## config.mk

```make
export PLATFORM = sky130hd
export DESIGN_NAME = count_display_scan
export DESIGN_NICKNAME = d
export VERILOG_FILES = /design/src/rtl/count_display_scan.sv
export SDC_FILE = /design/constraint.sdc
export NUM_CORES = 1
export LEC_CHECK = 0
export ABC_AREA = 1
export CAP_MARGIN = 20
export CORE_ASPECT_RATIO = 0.9
export CORE_MARGIN = 4
export CORE_UTILIZATION = 40
export DETAILED_ROUTE_END_ITERATION = 10
export GPL_TIMING_DRIVEN = 1
export RECOVER_POWER = 25
export SLEW_MARGIN = 20
export SYNTH_ARGS = -nofsm -noshare
export SYNTH_HDL_FRONTEND = slang
export SYNTH_SLANG_ARGS = --single-unit
export TNS_END_PERCENT = 10
```

## constraint.sdc

```tcl
create_clock -name clk -period 5.15 [get_ports clk]
set_clock_uncertainty 0.2 [all_clocks]
set_input_delay 1.03 -clock clk [delete_from_list [all_inputs] [get_ports clk]]
set_output_delay 1.03 -clock clk [all_outputs]
set_load 0.02 [all_outputs]
```

## src/rtl/count_display_scan.sv

```systemverilog
// Four-digit multiplexed common-anode display for the up/down/load counter: decimal count, blank, mode letter, wrap dp.
// Optional LEADING_ZERO_BLANK_EN: blank digit 1 when the tens digit is zero.
module count_display_scan #(
  parameter int REFRESH_DIV = 50000
) (
  input  logic       clk,
  input  logic       rst,
  input  logic [3:0] count,
  input  logic       up_down,
  input  logic       load,
  output logic [3:0] an,
  output logic [6:0] seg,
  output logic       dp
);

  localparam int DIV_W = (REFRESH_DIV > 1) ? $clog2(REFRESH_DIV) : 1;
  localparam logic [DIV_W-1:0] DIV_MAX = DIV_W'(REFRESH_DIV - 1);

  localparam logic [6:0] SEG_BLANK = 7'h7F;
  localparam logic [6:0] SEG_U     = 7'h41;
  localparam logic [6:0] SEG_D     = 7'h21;
  localparam logic [6:0] SEG_L     = 7'h47;

  function automatic logic [6:0] enc_digit(input logic [3:0] v);
    case (v)
      4'd0:    enc_digit = 7'h40;
      4'd1:    enc_digit = 7'h79;
      4'd2:    enc_digit = 7'h24;
      4'd3:    enc_digit = 7'h30;
      4'd4:    enc_digit = 7'h19;
      4'd5:    enc_digit = 7'h12;
      4'd6:    enc_digit = 7'h02;
      4'd7:    enc_digit = 7'h78;
      4'd8:    enc_digit = 7'h00;
      4'd9:    enc_digit = 7'h10;
      default: enc_digit = SEG_BLANK;
    endcase
  endfunction

  logic [DIV_W-1:0] div_q, div_d;
  logic [1:0]       scan_q;
  logic [1:0]       up_sync_q, ld_sync_q;
  logic [3:0]       prev_count_q;
  logic             wrap_pend_q, wrap_pend_d;
  logic [3:0]       snap_cnt_q;
  logic             snap_up_q, snap_ld_q, snap_wrap_q;
  logic [3:0]       an_q, an_d;
  logic [6:0]       seg_q, seg_d;
  logic             dp_q, dp_d;

  logic       up_s, load_s, tick, frame_end, wrap_evt, tens;
  logic [3:0] units;

  assign up_s      = up_sync_q[1];
  assign load_s    = ld_sync_q[1];
  assign tick      = (div_q == DIV_MAX);
  assign frame_end = tick && (scan_q == 2'd3);
  assign div_d     = tick ? '0 : div_q + 1'b1;

  assign wrap_evt = !load_s &&
                    (( up_s && prev_count_q == 4'd15 && count == 4'd0) ||
                     (!up_s && prev_count_q == 4'd0  && count == 4'd15));

  // A wrap seen on the snapshot edge must survive into the next frame.
  assign wrap_pend_d = frame_end ? wrap_evt : (wrap_pend_q | wrap_evt);

  assign tens  = (snap_cnt_q >= 4'd10);
  assign units = tens ? snap_cnt_q - 4'd10 : snap_cnt_q;

  always_comb begin
    an_d  = ~(4'b0001 << scan_q);
    seg_d = SEG_BLANK;
    dp_d  = 1'b1;
    case (scan_q)
      2'd0: begin
        seg_d = enc_digit(units);
        dp_d  = ~snap_wrap_q;
      end
      2'd1: begin
`ifdef LEADING_ZERO_BLANK_EN
        seg_d = tens ? enc_digit(4'd1) : SEG_BLANK;
`else
        seg_d = tens ? enc_digit(4'd1) : enc_digit(4'd0);
`endif
      end
      2'd2:    seg_d = SEG_BLANK;
      default: seg_d = snap_ld_q ? SEG_L : (snap_up_q ? SEG_U : SEG_D);
    endcase
  end

  // NOTE: all state uses non-blocking assignments so the snapshot and the
  // digit-3 pattern latched on the same edge both see pre-edge values.
  always_ff @(posedge clk or posedge rst) begin
    if (rst) begin
      div_q        <= '0;
      scan_q       <= 2'd0;
      up_sync_q    <= 2'b00;
      ld_sync_q    <= 2'b00;
      prev_count_q <= 4'd0;
      wrap_pend_q  <= 1'b0;
      snap_cnt_q   <= 4'd0;
      snap_up_q    <= 1'b0;
      snap_ld_q    <= 1'b0;
      snap_wrap_q  <= 1'b0;
      an_q         <= 4'b1111;
      seg_q        <= SEG_BLANK;
      dp_q         <= 1'b1;
    end else begin
      div_q        <= div_d;
      up_sync_q    <= {up_sync_q[0], up_down};
      ld_sync_q    <= {ld_sync_q[0], load};
      prev_count_q <= count;
      wrap_pend_q  <= wrap_pend_d;
      if (tick) begin
        scan_q <= scan_q + 2'd1;
        an_q   <= an_d;
        seg_q  <= seg_d;
        dp_q   <= dp_d;
      end
      if (frame_end) begin
        snap_cnt_q  <= count;
        snap_up_q   <= up_s;
        snap_ld_q   <= load_s;
        snap_wrap_q <= wrap_pend_q;
      end
    end
  end

  assign an  = an_q;
  assign seg = seg_q;
  assign dp  = dp_q;

endmodule

```

==> impl_metrics.csv, run 1 <==
group,metric,value,unit
worst_setup_path,end_kind,"register",
floorplanning,start_util,0.413,
clock_network,post_cts.repair.setup_buffers,0,
logic_synthesis,yosys-mux-area-fraction,0,
clock_network,clk_latency,0.30,ns
detailed_routing,wl_per_cell,11.3,um
detailed_routing,drt-total-wl,4.14,mm
sta,fmax,337,MHz
logic_synthesis,synth_cell_types,34,
logic_synthesis,avgSynthCellArea,8.67,sq um
detailed_routing,drt_first_pass_iters,4,
global_routing,grt_max_degree,47,
logic_synthesis,synth_top_family_by_area,"simple AND/OR/NAND/NOR gates",
worst_setup_path,crit_type,"register to register",
floorplanning,row_count,26,
clock_network,post_cts_resized,0,
finish,drive_above_1_share,0.132,
sta,slew_viol_final,0,
clock_network,clockBufferDepth,2,
place,placed_cells,357,
logic_synthesis,synth-seq-area-share,0.496,
global_routing,grtUsageTotal,0.137,
clock_network,numCtsBuffers,5,
finish,final_area,2670,sq um
power_and_ir_drop,p_per_area,227,nW/um^2
floorplanning,dieArea,7170,sq um
logic_synthesis,synth_area,2350,sq um
power_and_ir_drop,p_leak,1.34,nW
finish,syn2layout_area_growth,13.6,%
place,post_dp_cell_area,2600,sq um
clock_network,h-tree-depth,2,
logic_synthesis,synth_xor_area_frac,0.0261,
finish,layout.nets,312,
sta,worst_slew_pin_slew,0.904,ns
logic_synthesis,synth_flop_cell,"dfrtp_1",
sta,rsz0062_at_grt,"no",
finish,fill_cells,564,
finish,final_cells,365,
clock_network,cts_tree,"built",
outcome,outcome,"complete, no violations",
sta,relSlewSlack,0.396,
clock_network,numClockSinks,46,
floorplanning,die_w,88.8,um
logic_synthesis,synth_cells,271,
logic_synthesis,synth-compound-area-share,0.0889,
logic_synthesis,ys_ff_latch,46,
floorplanning,pin_count,20,
floorplanning,core-area,5690,sq um
detailed_routing,viasPerCell,4.75,
logic_synthesis,synthArstFlopShare,1.00,
worst_setup_path,critPathRequiredTime,5.17,ns
global_routing,overflow,0,
sta,report.final.hold_viol_count,0,
sta,fin_crit_sh,0.575,
hold_path,hp-class,"register to register",
logic_synthesis,synth-edff-count,0,
clock_network,cts.clk_slew.worst_paths,0.09,ns
detailed_routing,ant_nets,0,
detailed_routing,drc_errors,0,
sta,period_minus_slack,2.96,ns
global_routing,grt_pass1_wl,7.68,mm
finish,antenna_cells,0,
logic_synthesis,synth_warnings,0,
detailed_routing,first_iter_violations,119,
worst_setup_path,startpoint_type,"register",
worst_setup_path,crit_fanout,18,
detailed_routing,vias,1734,
place,gp_congestion,0.829,
sta,setup_viol,0,
sta,totalNegativeSetupSlack,0,ns
place,dpl.hpwl,3.03,mm
worst_setup_path,arrival,2.98,ns
global_routing,antenna_found_initial,0,
power_and_ir_drop,ir_drop,0.000180,V
place,port_buffers,19,
clock_network,clockRootBuffer,"clkbuf_8",
run,maxCapViolations,0,
logic_synthesis,synthSimpleGateAreaFrac,0.255,
global_routing,grt_pass1_vias,1733,
logic_synthesis,syn-num-nets,289,
clock_network,cts_hold_buffers,0,
logic_synthesis,yosys.area_share.adder,0.0532,
floorplanning,die_height,80.7,um
sta,hold_slack,0.161,ns
==> flip-flops by register name, indices dropped and copies added (netlist names) <==
register	count
div_q	16
wrap_pend_q	1
scan_q	2
snap_up_q	1
snap_ld_q	1
dp	1
up_sync_q	2
ld_sync_q	2
an	4
seg	7
snap_cnt_q	4
snap_wrap_q	1
prev_count_q	4
==> cell usage in the layout, fill, tap and decap left out, types with 2 or more instances in the layout <==
master	count
inv_1	37
o21bai_1	3
nand2_1	61
nor2_1	26
nand3_1	21
ha_1	10
nand4_1	4
nand2_2	3
o21ai_2	7
nor2_2	2
o21ai_1	3
o21ai_0	9
clkdlybuf4s50_1	13
clkinvlp_4	2
inv_2	3
dfstp_2	12
xor2_1	6
nor3b_1	2
clkbuf_8	5
dfrtp_1	34
nor3_1	4
a21oi_1	10
dlygate4sd3_1	6
==> power by group <==
part / switching [mW] / internal, mW / leakage [nW]
Clock: 0.127 / 0.0971 / 0.0408
Sequential: 0.00128 / 0.365 / 0.540
Combinational: 0.0101 / 0.00472 / 0.763
==> worst paths after layout <==
check	startpoint	end	slack (ns)	cells past startpoint
max	div_q[0]	wrap_pend_q	2.19	8
min	up_sync_q[0]	up_sync_q[1]	0.16	0
max reg2reg	div_q[0]	wrap_pend_q	2.19	8
min reg2reg	up_sync_q[0]	up_sync_q[1]	0.16	0
max in group asynchronous	rst	div_q[8]	3.14	2
min in group asynchronous	rst	div_q[14]	1.04	2
==> final cells by class <==
cell class,instances,area [sq um],share of cell area
inverters,42,159,0.0595
flip-flops and latches,46,1170,0.437
clock buffers,5,68.8,0.0258
repair buffers,19,190,0.0713
clock inverters,3,23.8,0.00891
well taps,70,87.6,0.0328
multi-input cells,180,973,0.365
==> critical path, cell delays in order (launching register included) <==
cell and delay [ns]:
dfrtp_1 0.40, ha_1 0.22, nand3_1 0.18, nor2_2 0.06, nand2_1 0.46, clkinvlp_2 0.71, nand2_4 0.40, inv_1 0.09
o21ai_0 0.15
==> cells in the mapped netlist, drive strengths merged (2+ instances only) <==
library cell,instances,area (sq um)
xor2,6,52.6
buf,3,27.5
nand4,5,37.5
dfrtp,34,851
o21ai,19,121
dfstp,12,315
inv,41,159
nand2,65,267
a21oi,10,50.1
nand3,21,110
nor3,4,25.0
o21bai,3,22.5
nor2,29,124
nor3b,2,15.0
ha,10,125
==> layer usage <==
| layer | track usage | vias up | share of wire |
|---|---|---|---|
| met3 | 0.0328 | 4 | 0.050 |
| met2 | 0.209 | 38 | 0.42 |
| li1 | - | 909 | - |
| met1 | 0.192 | 783 | 0.52 |
| met4 | 0.0408 | 0 | 0.0097 |
| met5 | 0 | - | 0 |
==> logic make-up (layout without fill, tap and decap cells) <==
logic type                 Yosys count  count (layout)
AOI/OAI and AO/OA                   34              34
and+or+nand+nor                    129             129
DFF                                 46              46
buffers and inverters               45              69
adders and majority gates           10              10
xor gates and xnor gates             7               7
==> stage by stage <==
stage	total power, mW	worst slack [ns]	utilization
floorplan	0.380	2.85	-
global placement	0.389	2.72	0.457
detailed placement	0.389	2.73	0.457
CTS	0.617	2.45	0.473
global route	0.634	1.89	0.469
finish	0.605	2.19	0.469
Note: power is estimated with default switching activity, not from simulation.
==> run 2: changes to the inputs <==
- clock period: 5.15 -> 3 ns (I/O delays scaled with it)
==> run 2 against run 1 <==
- first-iteration DRC count shrank 39%
- die area is the same
- via count grew 1.4%
- sequential cell count is the same
- final area grew 2.1%
==> impl_metrics.csv, run 2 (synthesis gave the netlist of run 1 again) <==
group,metric,value,unit
finish,antenna_cells,0,
place,gp_congestion,0.821,
worst_setup_path,worstReg2RegEnd,"wrap_pend_q",
sta,report.final.hold_viol_count,0,
clock_network,cts.clk_slew.worst_paths,0.09,ns
power_and_ir_drop,ir_drop,0.000260,V
clock_network,cts_hold_buffers,0,
detailed_routing,drt_first_pass_iters,5,
sta,hold_slack,0.155,ns
global_routing,antenna_found_initial,0,
clock_network,clockBufferDepth,2,
floorplanning,core-area,5690,sq um
place,dpl.hpwl,3.27,mm
finish,final_cell_mix,"nand2_1 (60), inv_1 (38), dfrtp_1 (34), nor2_1 (25), nand3_1 (20)",
clock_network,h-tree-depth,2,
detailed_routing,drc_errors,0,
power_and_ir_drop,p_leak,1.39,nW
sta,slew_viol_final,0,
worst_setup_path,reg2reg_from,"div_q[0]",
clock_network,numClockSinks,46,
detailed_routing,vias,1758,
finish,largest_reg_flops,16,
sta,totalNegativeSetupSlack,0,ns
worst_setup_path,worstRegToRegCells,8,
worst_setup_path,crit_family,"buffers and inverters",
worst_setup_path,regToRegSetupSlack,1.07,ns
worst_setup_path,crit_start,"an[3]",
floorplanning,dieArea,7170,sq um
clock_network,numCtsBuffers,5,
detailed_routing,ant_nets,0,
worst_setup_path,path_buf_inv,1,
clock_network,post_cts_resized,0,
floorplanning,die_w,88.8,um
power_and_ir_drop,p_per_area,409,nW/um^2
worst_setup_path,end_kind,"output pin",
place,pre_cts_ws,1.06,ns
global_routing,overflow,0,
finish,syn2layout_area_growth,15.9,%
detailed_routing,viasPerCell,4.79,
worst_setup_path,crit_fanout,2,
sta,relSlewSlack,0.449,
worst_setup_path,crit_path_end,"an[3]",
worst_setup_path,arrival,1.43,ns
hold_path,hp-class,"register to register",
place,placed_cells,359,
outcome,outcome,"complete, no violations",
sta,period_minus_slack,2.23,ns
detailed_routing,first_iter_violations,72,
sta,rsz0062_at_grt,"no",
global_routing,grt_pass1_wl,7.68,mm
finish,utilization,0.478,
global_routing,grt_max_degree,23,
worst_setup_path,crit_chain,"clkdlybuf4s50_1",
worst_setup_path,cpPeakStageDelay,0.60,ns
worst_setup_path,slowest_stage,"clkdlybuf4s50_1",
clock_network,clockRootBuffer,"clkbuf_8",
clock_network,clk_latency,0.29,ns
sta,setup_viol,0,
worst_setup_path,crit_type,"register to output pin",
sta,worst_slew_pin_slew,0.827,ns
floorplanning,start_util,0.413,
global_routing,grt_pass1_vias,1685,
finish,layout.nets,314,
worst_setup_path,cp_num_cells,1,
worst_setup_path,startpoint_type,"register",
floorplanning,row_count,26,
floorplanning,die_height,80.7,um
floorplanning,pin_count,20,
finish,top_register,"div_q",
run,maxCapViolations,0,
detailed_routing,wl_per_cell,11.7,um
global_routing,grtUsageTotal,0.137,
sta,fmax,449,MHz
clock_network,post_cts.repair.setup_buffers,0,
finish,final_cells,367,
clock_network,cts_tree,"built",
detailed_routing,drt-total-wl,4.29,mm
finish,drive_above_1_share,0.145,
sta,fin_crit_sh,0.743,
worst_setup_path,critPathRequiredTime,2.20,ns
sta,setup_ws,0.772,ns
finish,final_common_cell,"nand2_1",
place,port_buffers,19,
## run 2: where the power goes
| group | internal (mW) | total (mW) | switching (mW) |
|---|---|---|---|
| combinational | 0.00891 | 0.0270 | 0.0181 |
| sequential | 0.626 | 0.628 | 0.00211 |
| clock | 0.250 | 0.459 | 0.209 |
| total | 0.884 | 1.11 | 0.230 |
## run 2: worst min path at each step
stage	startpoint	endpoint	slack, ns	cells past startpoint
2_1_floorplan	ld_sync_q[0]	ld_sync_q[1]	0.13	0
3_3_place_gp	ld_sync_q[0]	ld_sync_q[1]	0.13	0
3_5_place_dp	ld_sync_q[0]	ld_sync_q[1]	0.14	0
4_1_cts	ld_sync_q[0]	ld_sync_q[1]	0.16	0
5_1_grt	ld_sync_q[0]	ld_sync_q[1]	0.17	0
6_report	ld_sync_q[0]	ld_sync_q[1]	0.16	0
## run 2: through the flow
| stage | total power [mW] | cell area, sq um |
|---|---|---|
| floorplan | 0.653 | 2350 |
| global placement | 0.670 | 2620 |
| detailed placement | 0.671 | 2620 |
| CTS | 1.13 | 2730 |
| global route | 1.17 | 2720 |
| finish | 1.11 | 2720 |
## run 2: metal layers
metal  track usage  vias to the layer above  share of wire
met4        0.0408                        0          0.010
met3        0.0328                        4          0.046
li1              -                      914              -
met5             0                        -              0
met1         0.188                      805           0.50
met2         0.214                       35           0.44
## run 2: cell type report
cell class	count	area, sq um
clock buffer	5	68.8
clock inverter	3	43.8
fill	544	2970
inverter	42	163
multi-input combinational	180	993
sequential	46	1170
tap	70	87.6
timing repair buffer	21	201
==> run 3: changes to the inputs <==
- clock period: 3 -> 2.1 ns (I/O delays scaled with it)
==> run 3 against run 2 <==
- worst setup slack worse by 0.72 ns
- first-iteration DRC count up 32%
- via count down 0.68%
- hold slack better by 0.0028 ns
- combinational power up 38%
- core utilization down 0.15 points
- clock power up 24%
- clock-buffer cell count unchanged
- wire length down 4.1%
- critical endpoint is now seg[4]
- largest power group unchanged
==> impl_metrics.csv, run 3 (synthesis gave the netlist of run 1 again) <==
group,metric,value,unit
detailed_routing,viasPerCell,4.77,
run,maxCapViolations,0,
finish,fill_cells,535,
worst_setup_path,reg2reg_from,"div_q[0]",
clock_network,cts.clk_slew.worst_paths,0.09,ns
sta,period_minus_slack,2.05,ns
finish,top_register,"div_q",
sta,relSlewSlack,0.273,
place,dpl.hpwl,3.08,mm
sta,setup_viol,0,
clock_network,post_cts.repair.setup_buffers,0,
finish,final_cell_mix,"nand2_1 (60), inv_1 (37), dfrtp_1 (34), nor2_1 (25), nand3_1 (20)",
detailed_routing,drt_first_pass_iters,4,
place,pre_cts_ws,0.267,ns
global_routing,grt_pass1_wl,7.20,mm
detailed_routing,wl_per_cell,11.2,um
finish,largest_reg_flops,16,
worst_setup_path,crit_fanout,2,
floorplanning,dieArea,7170,sq um
finish,syn2layout_area_growth,15.5,%
power_and_ir_drop,power,1.51,mW
place,post_dp_cell_area,2620,sq um
global_routing,grt_max_degree,47,
worst_setup_path,end_kind,"output pin",
clock_network,cts_hold_buffers,0,
worst_setup_path,startpoint_type,"register",
floorplanning,core-area,5690,sq um
global_routing,antenna_found_initial,0,
finish,final_area,2720,sq um
global_routing,met2_usage,0.194,
worst_setup_path,crit_chain,"clkdlybuf4s50_1",
place,gp_congestion,0.791,
clock_network,numClockSinks,46,
clock_network,clockRootBuffer,"clkbuf_8",
detailed_routing,drc_errors,0,
power_and_ir_drop,p_leak,1.49,nW
floorplanning,pin_count,20,
power_and_ir_drop,p_per_area,554,nW/um^2
worst_setup_path,slowest_stage,"clkdlybuf4s50_1",
worst_setup_path,worstRegToRegCells,8,
worst_setup_path,cpPeakStageDelay,0.59,ns
worst_setup_path,cp_num_cells,1,
worst_setup_path,crit_start,"seg[4]",
worst_setup_path,crit_family,"buffers and inverters",
hold_path,hp-class,"register to register",
sta,worst_slew_pin_slew,1.09,ns
power_and_ir_drop,seqPwrFrac,0.596,
outcome,outcome,"complete, no violations",
power_and_ir_drop,ir_drop,0.000380,V
worst_setup_path,regToRegSetupSlack,0.26,ns
worst_setup_path,path_buf_inv,1,
finish,drive_above_1_share,0.145,
clock_network,numCtsBuffers,5,
detailed_routing,drt-total-wl,4.12,mm
worst_setup_path,arrival,1.43,ns
power_and_ir_drop,power.switching,352,uW
global_routing,grtUsageTotal,0.128,
global_routing,grt_pass1_vias,1636,
sta,slew_viol_final,0,
detailed_routing,ant_nets,0,
floorplanning,start_util,0.413,
detailed_routing,first_iter_violations,95,
sta,rsz0062_at_grt,"no",
power_and_ir_drop,p_int,1.15,mW
sta,report.final.hold_viol_count,0,
sta,setup_ws,0.0498,ns
worst_setup_path,critPathRequiredTime,1.48,ns
sta,fmax,488,MHz
clock_network,clk_latency,0.30,ns
detailed_routing,vias,1746,
finish,final_common_cell,"nand2_1",
clock_network,h-tree-depth,2,
sta,hold_slack,0.158,ns
global_routing,busiest_layer,"met2",
place,port_buffers,19,
global_routing,overflow,0,
power_and_ir_drop,switching_share,0.234,
floorplanning,row_count,26,
floorplanning,die_w,88.8,um
clock_network,cts_tree,"built",
worst_setup_path,worstReg2RegEnd,"wrap_pend_q",
finish,antenna_cells,0,
power_and_ir_drop,comb_power_share,0.025,
sta,fin_crit_sh,0.976,
global_routing,grt_util_met3,0.0328,
power_and_ir_drop,clkPwrFrac,0.379,
global_routing,grt_use_met1,0.179,
worst_setup_path,crit_path_end,"seg[4]",
sta,totalNegativeSetupSlack,0,ns
floorplanning,die_height,80.7,um
worst_setup_path,crit_type,"register to output pin",
finish,layout.nets,313,
clock_network,clockBufferDepth,2,
## run 3: per-stage QoR
step	util	instances
2_1_floorplan	-	271
5_1_grt	0.477	366
4_1_cts	0.477	366
3_5_place_dp	0.460	358
6_report	0.477	366
3_3_place_gp	0.460	358
## run 3: worst min-delay path by stage
| stage | start | end | slack (ns) | cells after the start |
|---|---|---|---|---|
| floorplan | ld_sync_q[0] | ld_sync_q[1] | 0.13 | 0 |
| global placement | up_sync_q[0] | up_sync_q[1] | 0.13 | 0 |
| detailed placement | up_sync_q[0] | up_sync_q[1] | 0.14 | 0 |
| CTS | up_sync_q[0] | up_sync_q[1] | 0.16 | 0 |
| global route | ld_sync_q[0] | ld_sync_q[1] | 0.18 | 0 |
| finish | up_sync_q[0] | up_sync_q[1] | 0.16 | 0 |
## run 3: routing by layer
layer	wire length (um)	share of wire	up-vias
li1	-	-	907
met1	2130	0.52	801
met2	1740	0.42	32
met3	196	0.048	6
met4	49	0.012	0
met5	0	0	-
## run 3: repair_timing
item                       4_1_cts  5_1_grt
gates resized for setup          0        6
hold endpoints to repair         0        0
setup endpoints to repair        0        6
## run 3: final cells by class
class                   count  area [sq um]  share of cell area
flip-flops and latches     46          1170               0.429
multi-input cells         180           993               0.366
repair buffers             20           210              0.0774
inverters                  42           163              0.0599
well taps                  70          87.6              0.0323
clock buffers               5          68.8              0.0253
clock inverters             3          26.3             0.00968
## run 3: power groups by stage
stage	logic [mW]	clock network [mW]	registers, mW
floorplan	0.0196	0	0.913
global placement	0.0459	0	0.913
detailed placement	0.0461	0	0.914
CTS	0.0461	0.595	0.897
global route	0.0438	0.632	0.898
finish	0.0372	0.571	0.897
